## config.mk

```make
export PLATFORM = sky130hd
export DESIGN_NAME = key_event_encoder
export DESIGN_NICKNAME = d
export VERILOG_FILES = /design/src/rtl/key_event_pkg.sv /design/src/rtl/key_event_fifo.sv /design/src/rtl/key_event_encoder.sv
export SDC_FILE = /design/constraint.sdc
export NUM_CORES = 1
export LEC_CHECK = 0
export CORE_MARGIN = 2
export CORE_UTILIZATION = 47
export DETAILED_ROUTE_END_ITERATION = 10
export DONT_BUFFER_PORTS = 1
export GPL_TIMING_DRIVEN = 0
export PLACE_DENSITY = 0.65
export SETUP_SLACK_MARGIN = 0.3
export SYNTH_ARGS = -nofsm -noshare
export SYNTH_HDL_FRONTEND = slang
export SYNTH_SLANG_ARGS = --single-unit
export TNS_END_PERCENT = 50
```

## constraint.sdc

```tcl
create_clock -name clk_i -period 3.8 [get_ports clk_i]
set_clock_uncertainty 0.1 [all_clocks]
set_input_delay 0.38 -clock clk_i [delete_from_list [all_inputs] [get_ports clk_i]]
set_output_delay 0.38 -clock clk_i [all_outputs]
set_load 0.02 [all_outputs]
```

## src/rtl/key_event_pkg.sv

```systemverilog
// rtl/key_event_pkg.sv - shared types and defaults for the key event encoder
package key_event_pkg;

  localparam int DEFAULT_KEYS = 61;
  localparam int DEFAULT_IDXW = 6;

  typedef struct packed {
    logic                    pressed;
    logic [DEFAULT_IDXW-1:0] idx;
  } key_event_t;

  typedef enum logic {
    SCAN  = 1'b0,
    STALL = 1'b1
  } scan_state_t;

endpackage

```

## src/rtl/key_event_fifo.sv

```systemverilog
// rtl/key_event_fifo.sv - first-word fall-through event FIFO
// Head entry is read straight from storage; the output is forced to zero while empty.
module key_event_fifo #(
  parameter int DEPTH = 8,
  parameter int W     = 7
) (
  input  logic                   clk_i,
  input  logic                   rst_ni,
  input  logic                   push,
  input  logic [W-1:0]           push_data,
  output logic                   full,
  input  logic                   pop,
  output logic                   valid,
  output logic [W-1:0]           pop_data,
  output logic [$clog2(DEPTH):0] level
);

  localparam int AW = $clog2(DEPTH);

  logic [W-1:0]  mem [DEPTH];
  logic [AW-1:0] wr_ptr;
  logic [AW-1:0] rd_ptr;
  logic          push_fire;
  logic          pop_fire;

  // Full comes from the registered level, so a same-cycle pop never frees a slot for a push.
  assign full      = (level == (AW+1)'(DEPTH));
  assign valid     = (level != '0);
  assign push_fire = push && !full;
  assign pop_fire  = pop && valid;
  assign pop_data  = valid ? mem[rd_ptr] : '0;

  always_ff @(posedge clk_i or negedge rst_ni) begin
    if (!rst_ni) begin
      wr_ptr <= '0;
      rd_ptr <= '0;
      level  <= '0;
    end else begin
      if (push_fire) wr_ptr <= wr_ptr + 1'b1;
      if (pop_fire)  rd_ptr <= rd_ptr + 1'b1;
      if (push_fire && !pop_fire)      level <= level + 1'b1;
      else if (pop_fire && !push_fire) level <= level - 1'b1;
    end
  end

  always_ff @(posedge clk_i) begin
    if (push_fire) mem[wr_ptr] <= push_data;
  end

endmodule

```

## src/rtl/key_event_encoder.sv

```systemverilog
// rtl/key_event_encoder.sv - round-robin key scanner feeding a press/release event FIFO
// Optional KEY_EVENT_TIMESTAMP_EN stores a free-running tick count with each event.
module key_event_encoder
  import key_event_pkg::*;
#(
  parameter int KEYS  = DEFAULT_KEYS,
  parameter int IDXW  = DEFAULT_IDXW,
  parameter int DEPTH = 8,
  parameter int TSW   = 16
) (
  input  logic                   clk_i,
  input  logic                   rst_ni,
  input  logic [KEYS-1:0]        keys_i,
  output logic                   event_valid_o,
  input  logic                   event_ready_i,
  output logic [IDXW:0]          event_o,
  output logic [$clog2(DEPTH):0] fifo_level_o,
`ifdef KEY_EVENT_TIMESTAMP_EN
  output logic [TSW-1:0]         event_ts_o,
`endif
  output logic                   stall_o
);

`ifdef KEY_EVENT_TIMESTAMP_EN
  localparam bit TS_EN = 1'b1;
`else
  localparam bit TS_EN = 1'b0;
`endif
  localparam int PW = IDXW + 1 + (TS_EN ? TSW : 0);

  scan_state_t     state, state_nxt;
  logic [IDXW-1:0] ptr;
  logic [KEYS-1:0] snap;
  logic            level_now;
  logic            differs;
  logic            full;
  logic            push;
  logic            advance;
  logic [PW-1:0]   push_data;
  logic [PW-1:0]   head;

  assign level_now = keys_i[ptr];
  assign differs   = level_now ^ snap[ptr];
  assign stall_o   = (state == STALL);

`ifdef KEY_EVENT_TIMESTAMP_EN
  logic [TSW-1:0] ts;

  always_ff @(posedge clk_i or negedge rst_ni) begin
    if (!rst_ni) ts <= '0;
    else         ts <= ts + 1'b1;
  end

  assign push_data  = {ts, level_now, ptr};
  assign event_ts_o = head[PW-1:IDXW+1];
`else
  assign push_data  = {level_now, ptr};
`endif

  assign event_o = head[IDXW:0];

  always_ff @(posedge clk_i or negedge rst_ni) begin
    if (!rst_ni) state <= SCAN;
    else         state <= state_nxt;
  end

  always_comb begin
    state_nxt = state;
    case (state)
      SCAN:    if (differs && full) state_nxt = STALL;
      STALL:   if (!full)           state_nxt = SCAN;
      default: state_nxt = SCAN;
    endcase
  end

  // A stalled key is re-read when space opens; it is pushed only if it still differs.
  always_comb begin
    push    = 1'b0;
    advance = 1'b0;
    case (state)
      SCAN: begin
        push    = differs && !full;
        advance = !differs || !full;
      end
      STALL: begin
        push    = differs && !full;
        advance = !full;
      end
      default: ;
    endcase
  end

  always_ff @(posedge clk_i or negedge rst_ni) begin
    if (!rst_ni) begin
      ptr  <= '0;
      snap <= '0;
    end else begin
      if (push) snap[ptr] <= level_now;
      if (advance) ptr <= (ptr == IDXW'(KEYS - 1)) ? '0 : ptr + 1'b1;
    end
  end

  key_event_fifo #(
    .DEPTH (DEPTH),
    .W     (PW)
  ) u_fifo (
    .clk_i     (clk_i),
    .rst_ni    (rst_ni),
    .push      (push),
    .push_data (push_data),
    .full      (full),
    .pop       (event_ready_i),
    .valid     (event_valid_o),
    .pop_data  (head),
    .level     (fifo_level_o)
  );

endmodule

```

; ---- Word-level counts from Yosys, hierarchy flattened
; Memory sizes are Yosys's and may differ from the RTL's.
; Index checks and enable logic that the tools add are counted.
[word_totals]
regBits = 78
ram_bits = 56
inputBits = 64
mem_count = 1
[classes]
addsub = 5
order_cmp = 2
n_eq_ne = 2
mux = 17
bitwise_logic = 2
reduce_logical = 14
[memory_table]
columns = memory, depth, word_bits, read_ports, rd_ports_with_merged_regs, wr, line
row1 = u_fifo.mem, 8, 7, 1, 0, 1, key_event_fifo.sv:20  ; logic [W-1:0] mem [DEPTH];
[op_table]
columns = operator, n
row1 = $bwmux 61, 1
row2 = $bmux 1 s6, 2
row3 = $mux 4, 2
row4 = $logic_and 1x1->1, 7
row5 = $lt 6x7->1 const B, 1
row6 = $mux 1, 7
row7 = $mux 7, 1
row8 = $add 3x1->3 const B, 2
row9 = $add 6x1->6 const B, 1
row10 = $demux 1 s6, 1
row11 = $eq 6x6->1 const B, 1
row12 = $ge 6x1->1 const B, 1
row13 = $mux 6, 1
row14 = $add 4x1->4 const B, 1
row15 = $eq 4x4->1 const B, 1
row16 = $logic_not 1->1, 4
row17 = $pmux 1 s2, 2
row18 = $reduce_bool 4->1, 1
row19 = $sub 4x1->4 const B, 1
row20 = $reduce_bool 2->1, 1
row21 = $logic_or 1x1->1, 1
row22 = $not 1->1, 1
row23 = $xor 1x1->1, 1

; ---- Longest topological paths before layout
; Gate-level depths: netlist of the first run.
[depth]
ltp_word = 9
mapped_depth = 21
ltp_nobuf = 15

; ---- By module
; A second synthesis of the first run with hierarchy kept.
[unflattened]
hier_cells = 631
area_unflattened_um2 = 7238.2
[modules_own_cells]
columns = module, n_inst, cells_each, area_each_um2, seq_area_each_um2
row1 = key_event_encoder, 1, 483, 4490.6, 1701.6
row2 = key_event_fifo, 1, 148, 2747.6, 1931.9

; ---- Worst setup path before layout of the first run
; OpenSTA, ideal clock, no wires.
[synth_path]
path_kind = reg2reg
from = reg ptr[1]
to = mem u_fifo.mem[2][0], enable pin
setup_time_ns = 0.393
t_arrival_ns = 3.685
path_slack_ns = -0.378
path_stages_with_launch = 14
n_path_buf = 5
synth_period_minus_slack_ns = 4.178
cell_sequence = dfrtp_1 -> buf_6 -> buf_6 -> mux2_4 -> a22oi_1 -> o22ai_1 -> a211o_1 -> or4_1 -> buf_2 -> xor2_1 -> nand2_4 -> buf_6 -> buf_6 -> nor4b_1
[synth_between]
elab_chain_len = 7
word_cells_on_any_way = 9
[synth_lines]
columns = element, line
row1 = "start, declared", key_event_encoder.sv:32  ; logic [IDXW-1:0] ptr;
row2 = "start signal, assigned", key_event_encoder.sv:99  ; if (advance) ptr <= (ptr == IDXW'(KEYS - 1)) ? '0 : ptr + 1'b1;
row3 = $bmux 1 s6 (on tied branches), "key_event_encoder.sv:42, key_event_encoder.sv:43"
row4 = $mux 1 (on tied branches), "key_event_encoder.sv:42, key_event_encoder.sv:43"
row5 = $xor 1x1->1 *, key_event_encoder.sv:43  ; assign differs = level_now ^ snap[ptr];
row6 = $logic_and 1x1->1 *, "key_event_encoder.sv:82, key_event_encoder.sv:86"
row7 = $logic_and 1x1->1 *, key_event_fifo.sv:29  ; assign push_fire = push && !full;
row8 = $mux 1 *, key_event_fifo.sv:47  ; if (push_fire) mem[wr_ptr] <= push_data;
row9 = $mux 1 (not written as such) *, key_event_fifo.sv:47
row10 = "end, declared", key_event_fifo.sv:20
; Every way passes the cells marked *; elsewhere a longest branch is shown, timed or not. The select of a mux whose other input is x is not followed.

; ---- Worst setup path after layout of the first run
[layout_path]
from = reg ptr[1]
to = reg u_fifo.level[2]
[layout_between]
elab_chain_len = 8
word_cells_on_any_way = 12
[layout_lines]
columns = element, line
row1 = $bmux 1 s6 (on tied branches), "key_event_encoder.sv:42, key_event_encoder.sv:43"
row2 = $mux 1 (on tied branches), "key_event_encoder.sv:42, key_event_encoder.sv:43"
row3 = $xor 1x1->1 *, key_event_encoder.sv:43
row4 = $logic_and 1x1->1 *, "key_event_encoder.sv:82, key_event_encoder.sv:86"
row5 = $logic_and 1x1->1 *, key_event_fifo.sv:29
row6 = $logic_not 1->1, key_event_fifo.sv:42  ; else if (pop_fire && !push_fire) level <= level - 1'b1;
row7 = $logic_and 1x1->1, key_event_fifo.sv:42
row8 = $reduce_bool 2->1 (no source line), -
row9 = "end signal, assigned", key_event_fifo.sv:41  ; if (push_fire && !pop_fire) level <= level + 1'b1;
row10 = "end signal, assigned", key_event_fifo.sv:42
row11 = "end, declared", key_event_fifo.sv:15  ; output logic [$clog2(DEPTH):0] level
; Marks and branches as above.
; A chain may end at the register's enable or synchronous reset.

==> metrics.yaml, run 1 <==
status: "finished with violations"
violations: "setup timing"
synth_top_area_frac: 0.2800
synth_area_leaders: "dfrtp_1 (28%), edfxtp_1 (24%), mux2_2 (10%)"
crit_path_end_kind: "register"
setup.worst_path.start_class: "register"
drt_iter0_markers: 517
synthesis.instances: 555
synth_top_area_cell: "dfrtp_1"
cts_sinks: 134
ys.warnings.count: 0
die_h_microns: 125.8
syn_nets: 625
vias: 5236
finalMaxSlewViolations: 0
port_buffers: 0
fillers: 1024
reg2regPathDepth: 21
floorplan.rows: 44
cts-htree-levels: 4
maxSlewHeadroom: 0.3727
period_needed_ns: 4.040
core_sq_mm: 0.01453
grt_usage: 0.2509
ys_ff_latch: 134
fin_ws_ns: -0.2402
grt_pass1_vias: 5307
setup_tns_ns: -3.260
min_to: "u_fifo.rd_ptr[1]"
grt_overflow: 0
wire_per_inst_microns: 24.77
synth.avg_cell_area_sq_um: 12.56
io_pins: 77
critPathKind: "reg2reg"
synthTopCellsByCount: "dfrtp_1 (78), mux2_2 (64), nor3_1 (63)"
grt_start_max_net_pins: 79
tightest_slew_ns: 0.9386
totalWireLength_microns: 20160
netlist_area_sq_mm: 0.006972
min_from: "event_ready_i"
cts_tree: "built"
grt_setup_unrepaired: "true"
initial_utilization: 0.4797
path_clk_slew_ns: 0.06
cp.required_ns: 4.00
dp_hpwl_microns: 11940
yosysUniqueCellTypes: 59
gp_congestion: 0.8907
synth_seq_area_share: 0.5212
fin_util: 0.6516
reg2reg_slack_ns: -0.24
viasPerCell: 6.432
cp_max_fo: 10
drive_above_1_share: 0.4349
ctsLongestPathBuffers: 2
place_ws_ns: -1.178
antenna_cells: 0
finalSetupViolCount: 31
dieArea_sq_mm: 0.01582
area_growth_pct: 35.84
yosysMostFrequentCell: "dfrtp_1"
grt_first_pass_wirelength_microns: 30320
drv_cap: 0
tritoncts.num_buffers: 17
r2r_start: "ptr[1]"
synth_enable_flop_cells: 56
synth_ff_type: "dfrtp_1"
min_path_type: "in2reg"
fmax_mhz: 247.5
worstHoldPathCells: 4
hold_violations: 0
final_antenna_net_count: 0
postSynth.asyncResetShare: 0.5821
post-route-period-util: 1.063
cp.arrival_ns: 4.24
die-width_microns: 125.8
clock-root-buffer: "clkbuf_16"
dpl.cell_count: 739
r2r-end: "u_fifo.level[2]"
drt_first_pass_iters: 5
drc_errors: 0
fin_nets: 687
clk_latency_ns: 0.42
fin_cells: 814
antenna_found_initial: 0
-- state kept, by name, indices dropped and copies added (netlist names) --
name	cells
stall_o	1
ptr	6
u_fifo.wr_ptr	3
snap	61
u_fifo.rd_ptr	3
u_fifo.mem	56
u_fifo.level	4
-- worst max-delay path by stage --
stage                start                to  slack [ns]  depth (start not counted)
CTS                 ptr[1]   u_fifo.level[2]       -0.16                         21
finish              ptr[1]   u_fifo.level[2]       -0.24                         21
detailed placement  ptr[0]  u_fifo.mem[5][1]       -1.18                         13
floorplan           ptr[1]   u_fifo.level[3]       0.004                         18
global placement    ptr[0]  u_fifo.mem[5][1]       -1.09                         13
global route        ptr[4]   u_fifo.level[2]       -0.37                         17
-- cell type report --
cell class / instances / area, sq um / share of cell area
timing repair buffer: 43 / 563.0 / 0.05945
clock inverter: 13 / 225.2 / 0.02378
clock buffer: 19 / 432.9 / 0.04571
tap: 184 / 230.2 / 0.02431
sequential: 134 / 3637 / 0.3841
inverter: 11 / 53.80 / 0.005681
buffer: 45 / 411.6 / 0.04347
multi-input combinational: 365 / 3916 / 0.4135
-- cell families (layout without fill, tap and decap cells) --
| family | Yosys count | count (layout) | share of synthesized area |
|---|---|---|---|
| simple gates | 168 | 168 | 0.1242 |
| compound gates | 66 | 66 | 0.06766 |
| xor+xnor | 7 | 7 | 0.008794 |
| buf+inv | 56 | 131 | 0.04182 |
| fa+ha+maj | 6 | 6 | 0.01077 |
| mux | 118 | 118 | 0.2256 |
| flops | 134 | 134 | 0.5212 |
-- layer usage --
metal / track usage / vias to the layer above / part of all wire
met2: 0.4191 / 265 / 0.50
met5: 0 / - / 0
li1: - / 2263 / -
met3: 0.06032 / 58 / 0.067
met4: 0.1105 / 0 / 0.032
met1: 0.3129 / 2650 / 0.40
-- metrics by stage --
| step | hold WS [ns] | area (sq um) |
|---|---|---|
| final | 0.4057 | 9470 |
| after global routing | 0.4183 | 9470 |
| after CTS | 0.3641 | 8930 |
| after detailed placement | -0.009045 | 7316 |
| after global placement | -0.01165 | 7310 |
| after floorplan | -0.01559 | 7079 |
-- placed cells by master, fill, tap and decap left out, types with 5 or more instances in the layout --
cell and n:
o22ai_1 5, a21oi_1 7, nand3_1 6, mux2_2 33, mux2i_1 23, edfxtp_1 56, nor3_1 9, clkbuf_16 19
buf_12 16, nand3b_1 8, nor2_1 22, a31oi_1 9, nand2_1 27, nor3_4 45, mux2_4 36, inv_1 9
mux4_2 24, buf_6 18, clkbuf_1 17, nor3_2 9, buf_8 5, bufinv_16 6, or3_1 6, xnor2_1 5
buf_4 22, dfrtp_1 75
-- worst max-delay path, stage by stage, from the launching register on --
cell and delay (ns):
dfrtp_2 0.41, buf_8 0.14, buf_12 0.13, buf_12 0.13, buf_4 0.13, buf_6 0.14
mux2i_1 0.20, o32ai_1 0.12, a221oi_1 0.33, a2bb2oi_1 0.20, nand4_1 0.26, xor2_4 0.26
nand2_4 0.09, buf_8 0.13, buf_12 0.12, nor2_4 0.08, xnor2_2 0.07, ha_2 0.18
a21oi_2 0.15, mux2_2 0.37, o21ai_0 0.10, nand2_1 0.08
-- what timing repair did --
action,in CTS,in global routing
endpoints found under the setup margin,130,138
hold buffers,2,0
resized for setup,120,103
gates cloned,1,2
setup buffers,32,6
pin swaps,20,23
hold endpoints to repair,78,0
Power of run 1 is not shown: default switching activity piles up to over one toggle a cycle in this logic, so the estimate is an artifact.
==> run 2, diff against run 1 <==
--- a/config.mk
+++ b/config.mk
@@ -10,6 +10,7 @@
 export DETAILED_ROUTE_END_ITERATION = 10
 export DONT_BUFFER_PORTS = 1
 export GPL_TIMING_DRIVEN = 0
+export MAX_ROUTING_LAYER = met4
 export PLACE_DENSITY = 0.65
 export SETUP_SLACK_MARGIN = 0.3
 export SYNTH_ARGS = -nofsm -noshare
==> run 2 against run 1 <==
Effect of this change: the run still ends with setup timing left; worst hold slack worse by 0.0013 ns; global-route usage is 0.80 points higher; final cell count unchanged; via count barely moved; design area is the same; wire length down 0.10%; die area unchanged; fmax about the same; first-iteration DRC count increased by 10%; core utilization did not move; register-to-register slack about the same; sequential cell count stayed put.
==> metrics.yaml, run 2 (synthesized netlist as in run 1, its figures left out) <==
status: "finished with violations"
violations: "setup timing"
largest_register_ffs: 61
drive_above_1_share: 0.4349
ctsLongestPathBuffers: 2
floorplan.rows: 44
cp_max_fo: 10
antenna_found_initial: 0
maxSlewHeadroom: 0.3759
place_ws_ns: -1.178
vias: 5235
setup.worst_path.start_class: "register"
finalSetupViolCount: 31
grt_pass1_vias: 5301
reg2reg_slack_ns: -0.24
fin_nets: 687
reg.largest.list: "snap: 61 flops, u_fifo.mem: 56 flops, ptr: 6 flops"
area_growth_pct: 35.84
period_needed_ns: 4.036
viasPerCell: 6.431
fin_ws_ns: -0.2363
clock-root-buffer: "clkbuf_16"
dpl.cell_count: 739
path_clk_slew_ns: 0.06
dieArea_sq_mm: 0.01582
grt_overflow: 0
drt_iter0_markers: 569
cts_tree: "built"
io_pins: 77
fmax_mhz: 247.8
cpMostUsedCell: "buf_12"
dp_hpwl_microns: 11940
hold_violations: 0
tritoncts.num_buffers: 17
layout_common_cells: "dfrtp_1 (75), edfxtp_1 (56), nor3_4 (45), mux2_4 (36), mux2_2 (33)"
post-route-period-util: 1.062
clk_latency_ns: 0.43
totalWireLength_microns: 20140
grt_start_max_net_pins: 79
die_h_microns: 125.8
initial_utilization: 0.4797
gp_congestion: 0.9057
cp.required_ns: 4.01
crit_family: "buffers and inverters"
cp.arrival_ns: 4.24
cts_sinks: 134
core_sq_mm: 0.01453
crit_chain: "buf_8, buf_12, buf_12, buf_4, buf_6, mux2i_1, o32ai_1, a221oi_1, a2bb2oi_1, nand4_1, xor2_4, nand2_4, buf_8, buf_12, nor2_4, xnor2_2, ha_2, a21oi_2, mux2_2, o21ai_0, nand2_1"
grt_first_pass_wirelength_microns: 30350
cpPeakStageDelay_ns: 0.42
drt_first_pass_iters: 6
grt_usage: 0.2589
critPathKind: "reg2reg"
mostFrequentLayoutCell: "dfrtp_1"
wire_per_inst_microns: 24.75
fillers: 1024
tightest_slew_ns: 0.9339
min_path_type: "in2reg"
fin_cells: 814
final_antenna_net_count: 0
regMostFlops: "snap"
finalInstanceArea_sq_mm: 0.009470
placed_area_sq_mm: 0.007316
drv_cap: 0
grt_setup_unrepaired: "true"
drc_errors: 0
die-width_microns: 125.8
crit_path_end_kind: "register"
port_buffers: 0
cts-htree-levels: 4
cp_num_buf_inv: 7
cp_slowest_cell: "dfrtp_2"
finalMaxSlewViolations: 0
antenna_cells: 0
==> run 2: cell counts in the layout (fill, tap and decap cells not counted) <==
Identical to the previous run, type by type.
==> run 2: stage by stage <==
| stage | utilization | TNS, ns | hold WS [ns] |
|---|---|---|---|
| after floorplan | - | 0 | -0.01559 |
| after global placement | 0.5029 | -47.00 | -0.01165 |
| after detailed placement | 0.5034 | -51.16 | -0.009045 |
| after CTS | 0.6144 | -1.641 | 0.3641 |
| after global routing | 0.6516 | -6.567 | 0.4183 |
| final | 0.6516 | -3.178 | 0.4044 |
==> run 2: final timing paths <==
path                               start                to  cells after the start
max                               ptr[1]   u_fifo.level[2]                     21
min                        event_ready_i  u_fifo.rd_ptr[1]                      4
max reg2reg                       ptr[1]   u_fifo.level[2]                     21
min reg2reg                     snap[25]          snap[25]                      1
max in group asynchronous         rst_ni          snap[13]                      2
min in group asynchronous         rst_ni          snap[55]                      2
==> run 2: layer usage <==
layer | part of all wire | global-route usage
met1 | 0.39 | 0.3131
met2 | 0.51 | 0.4188
met3 | 0.069 | 0.06287
met4 | 0.033 | 0.1086
met5 | 0 | -
==> run 2: repair_timing <==
action,in CTS,in global routing
endpoints found under the setup margin,130,138
hold buffers,2,0
cloned,1,2
pin swaps,20,23
hold endpoints to repair,78,0
buffers inserted,32,6
resized for setup,120,103
==> run 2: cell type report <==
class                   instances  area (sq um)  share of cell area
inverters                      11         53.80            0.005681
well taps                     184         230.2             0.02431
repair buffers                 43         563.0             0.05945
flip-flops and latches        134          3637              0.3841
clock buffers                  19         432.9             0.04571
clock inverters                13         225.2             0.02378
multi-input cells             365          3916              0.4135
plain buffers                  45         411.6             0.04347
==> run 2: tightest hold or removal path: stages <==
cell and delay (ns):
nor2b_1 0.11, clkbuf_1 0.21, nand2_1 0.12, nand2_1 0.05
Power of run 2 is left out for the same reason.
==> run 3, diff against run 2 <==
--- a/config.mk
+++ b/config.mk
@@ -5,10 +5,10 @@
 export SDC_FILE = /design/constraint.sdc
 export NUM_CORES = 1
 export LEC_CHECK = 0
-export CORE_MARGIN = 2
 export CORE_UTILIZATION = 47
 export DETAILED_ROUTE_END_ITERATION = 10
 export DONT_BUFFER_PORTS = 1
+export GPL_ROUTABILITY_DRIVEN = 0
 export GPL_TIMING_DRIVEN = 0
 export MAX_ROUTING_LAYER = met4
 export PLACE_DENSITY = 0.65
==> run 3 against run 2 <==
Effect of this change: the run still ends with setup timing left; die area decreased by 3.2%; sequential share of layout area grew 0.59 points; via count fell by 0.90%; global-route usage is 1.7 points higher; core utilization fell by 0.74 points; wire length down 1.4%; fmax is 2.0% higher; worst hold slack lost 0.031 ns; register-to-register slack better by 0.08 ns; sequential cell count unchanged; design area down 1.5%; critical endpoint unchanged.
==> metrics.yaml, run 3 (synthesized netlist as in run 1, its figures left out) <==
cp_slowest_cell: "dfrtp_2"
final_antenna_net_count: 0
finalSetupViolCount: 2
dieArea_sq_mm: 0.01532
totalWireLength_microns: 19870
drt_iter0_markers: 475
io_pins: 77
core_sq_mm: 0.01448
vias: 5188
violations: "setup timing"
crit_family: "compound AO/OA/AOI/OAI gates"
tightest_slew_ns: 0.9126
antenna_found_initial: 0
cp-startpoint: "ptr[1]"
grt_setup_unrepaired: "true"
fin_nets: 683
wire_per_inst_microns: 24.53
setup.worst_path.start_class: "register"
crit_path_end_kind: "register"
r2r-end: "u_fifo.level[2]"
min_path_type: "in2reg"
port_buffers: 0
setup.worst_path.end: "u_fifo.level[2]"
grt_overflow: 0
drv_cap: 0
reg.largest.list: "snap: 61 flops, u_fifo.mem: 56 flops, ptr: 6 flops"
viasPerCell: 6.405
finalMaxSlewViolations: 0
post-route-period-util: 1.042
cpPeakStageDelay_ns: 0.41
die-width_microns: 123.8
die_h_microns: 123.8
regMostFlops: "snap"
floorplan.rows: 44
path_clk_slew_ns: 0.06
clock-root-buffer: "clkbuf_16"
grt_start_max_net_pins: 79
grt_usage: 0.2755
cp.arrival_ns: 4.17
mostFrequentLayoutCell: "dfrtp_1"
cts_tree: "built"
reg2reg_slack_ns: -0.16
fmax_mhz: 252.6
tritoncts.num_buffers: 17
critPathKind: "reg2reg"
r2r_start: "ptr[1]"
area_growth_pct: 33.79
cts_sinks: 134
cp.required_ns: 4.01
layout_common_cells: "dfrtp_1 (75), edfxtp_1 (56), nor3_4 (46), mux2_4 (45), nand2_1 (27)"
clk_latency_ns: 0.43
cpMostUsedCell: "buf_12"
reg2regPathDepth: 21
antenna_cells: 0
largest_register_ffs: 61
drive_above_1_share: 0.4297
fin_ws_ns: -0.1588
cp.depth: 21
grt_pass1_vias: 5258
initial_utilization: 0.4815
status: "finished with violations"
hold_violations: 0
dp_hpwl_microns: 12030
setup_tns_ns: -0.3014
ctsLongestPathBuffers: 2
cts-htree-levels: 4
cp_max_fo: 7
maxSlewHeadroom: 0.3901
drt_first_pass_iters: 5
grt_first_pass_wirelength_microns: 29580
period_needed_ns: 3.959
drc_errors: 0
crit_chain: "buf_8, buf_12, buf_12, clkbuf_16, mux2_2, a221oi_1, nor2_1, o21bai_1, nand4_1, xor2_4, nand2_4, buf_8, buf_12, nor2_4, xnor2_2, ha_4, a21oi_2, and3_1, a22o_1, a31oi_1, nand2_1"
cp_num_buf_inv: 6
-- run 3: cell types whose count changed in the layout (fill, tap and decap cells not counted), sizes merged --
cell and change:
clkbuf +5, buf -4, bufinv -4, clkinvlp +2
inv -2, bufbuf -1
-- run 3: worst min-delay path by stage --
stage,from,endpoint,slack (ns),cells past startpoint
finish,event_ready_i,u_fifo.rd_ptr[1],0.37,4
CTS,event_ready_i,u_fifo.rd_ptr[1],0.38,4
global placement,rst_ni,u_fifo.rd_ptr[2],-0.01,0
detailed placement,rst_ni,u_fifo.rd_ptr[2],-0.01,0
floorplan,rst_ni,ptr[0],-0.02,0
global route,snap[3],snap[3],0.42,1
-- run 3: through the flow --
step / area, sq um / instances / setup WS (ns) / utilization / hold WS, ns
after floorplan: 7079 / 555 / 0.003992 / - / -0.01559
after global placement: 7310 / 739 / -1.028 / 0.5048 / -0.01349
after detailed placement: 7316 / 739 / -1.168 / 0.5053 / -0.01354
after CTS: 8815 / 803 / -0.1853 / 0.6088 / 0.3772
after global routing: 9328 / 810 / -0.3375 / 0.6442 / 0.4173
final: 9328 / 810 / -0.1588 / 0.6442 / 0.3733
-- run 3: timing repair --
item	CTS	global route
gates resized for setup	129	96
gates cloned	0	2
hold buffers	2	0
endpoints found under the hold margin	78	0
buffers inserted	30	5
pin swaps	18	43
setup endpoints to repair	130	139
-- run 3: routing by layer --
metal / part of all wire / up-vias / track usage
met3: 0.066 / 52 / 0.05815
li1: - / 2235 / -
met1: 0.39 / 2660 / 0.3363
met5: 0 / - / -
met4: 0.031 / 0 / 0.1378
met2: 0.51 / 241 / 0.4347
-- run 3: area by class of cell --
type | count | area (sq um)
fill | 1004 | 5151
multi-input combinational | 365 | 3961
sequential | 134 | 3637
timing repair buffer | 39 | 460.4
clock buffer | 23 | 457.9
buffer | 45 | 420.4
tap | 184 | 230.2
clock inverter | 9 | 106.4
inverter | 11 | 53.80
-- run 3: tightest hold or removal path, cell delays in order --
cell and delay [ns]:
nor2b_1 0.10, clkbuf_1 0.22, nand2_1 0.12, nand2_1 0.04
Power of run 3 is left out for the same reason.
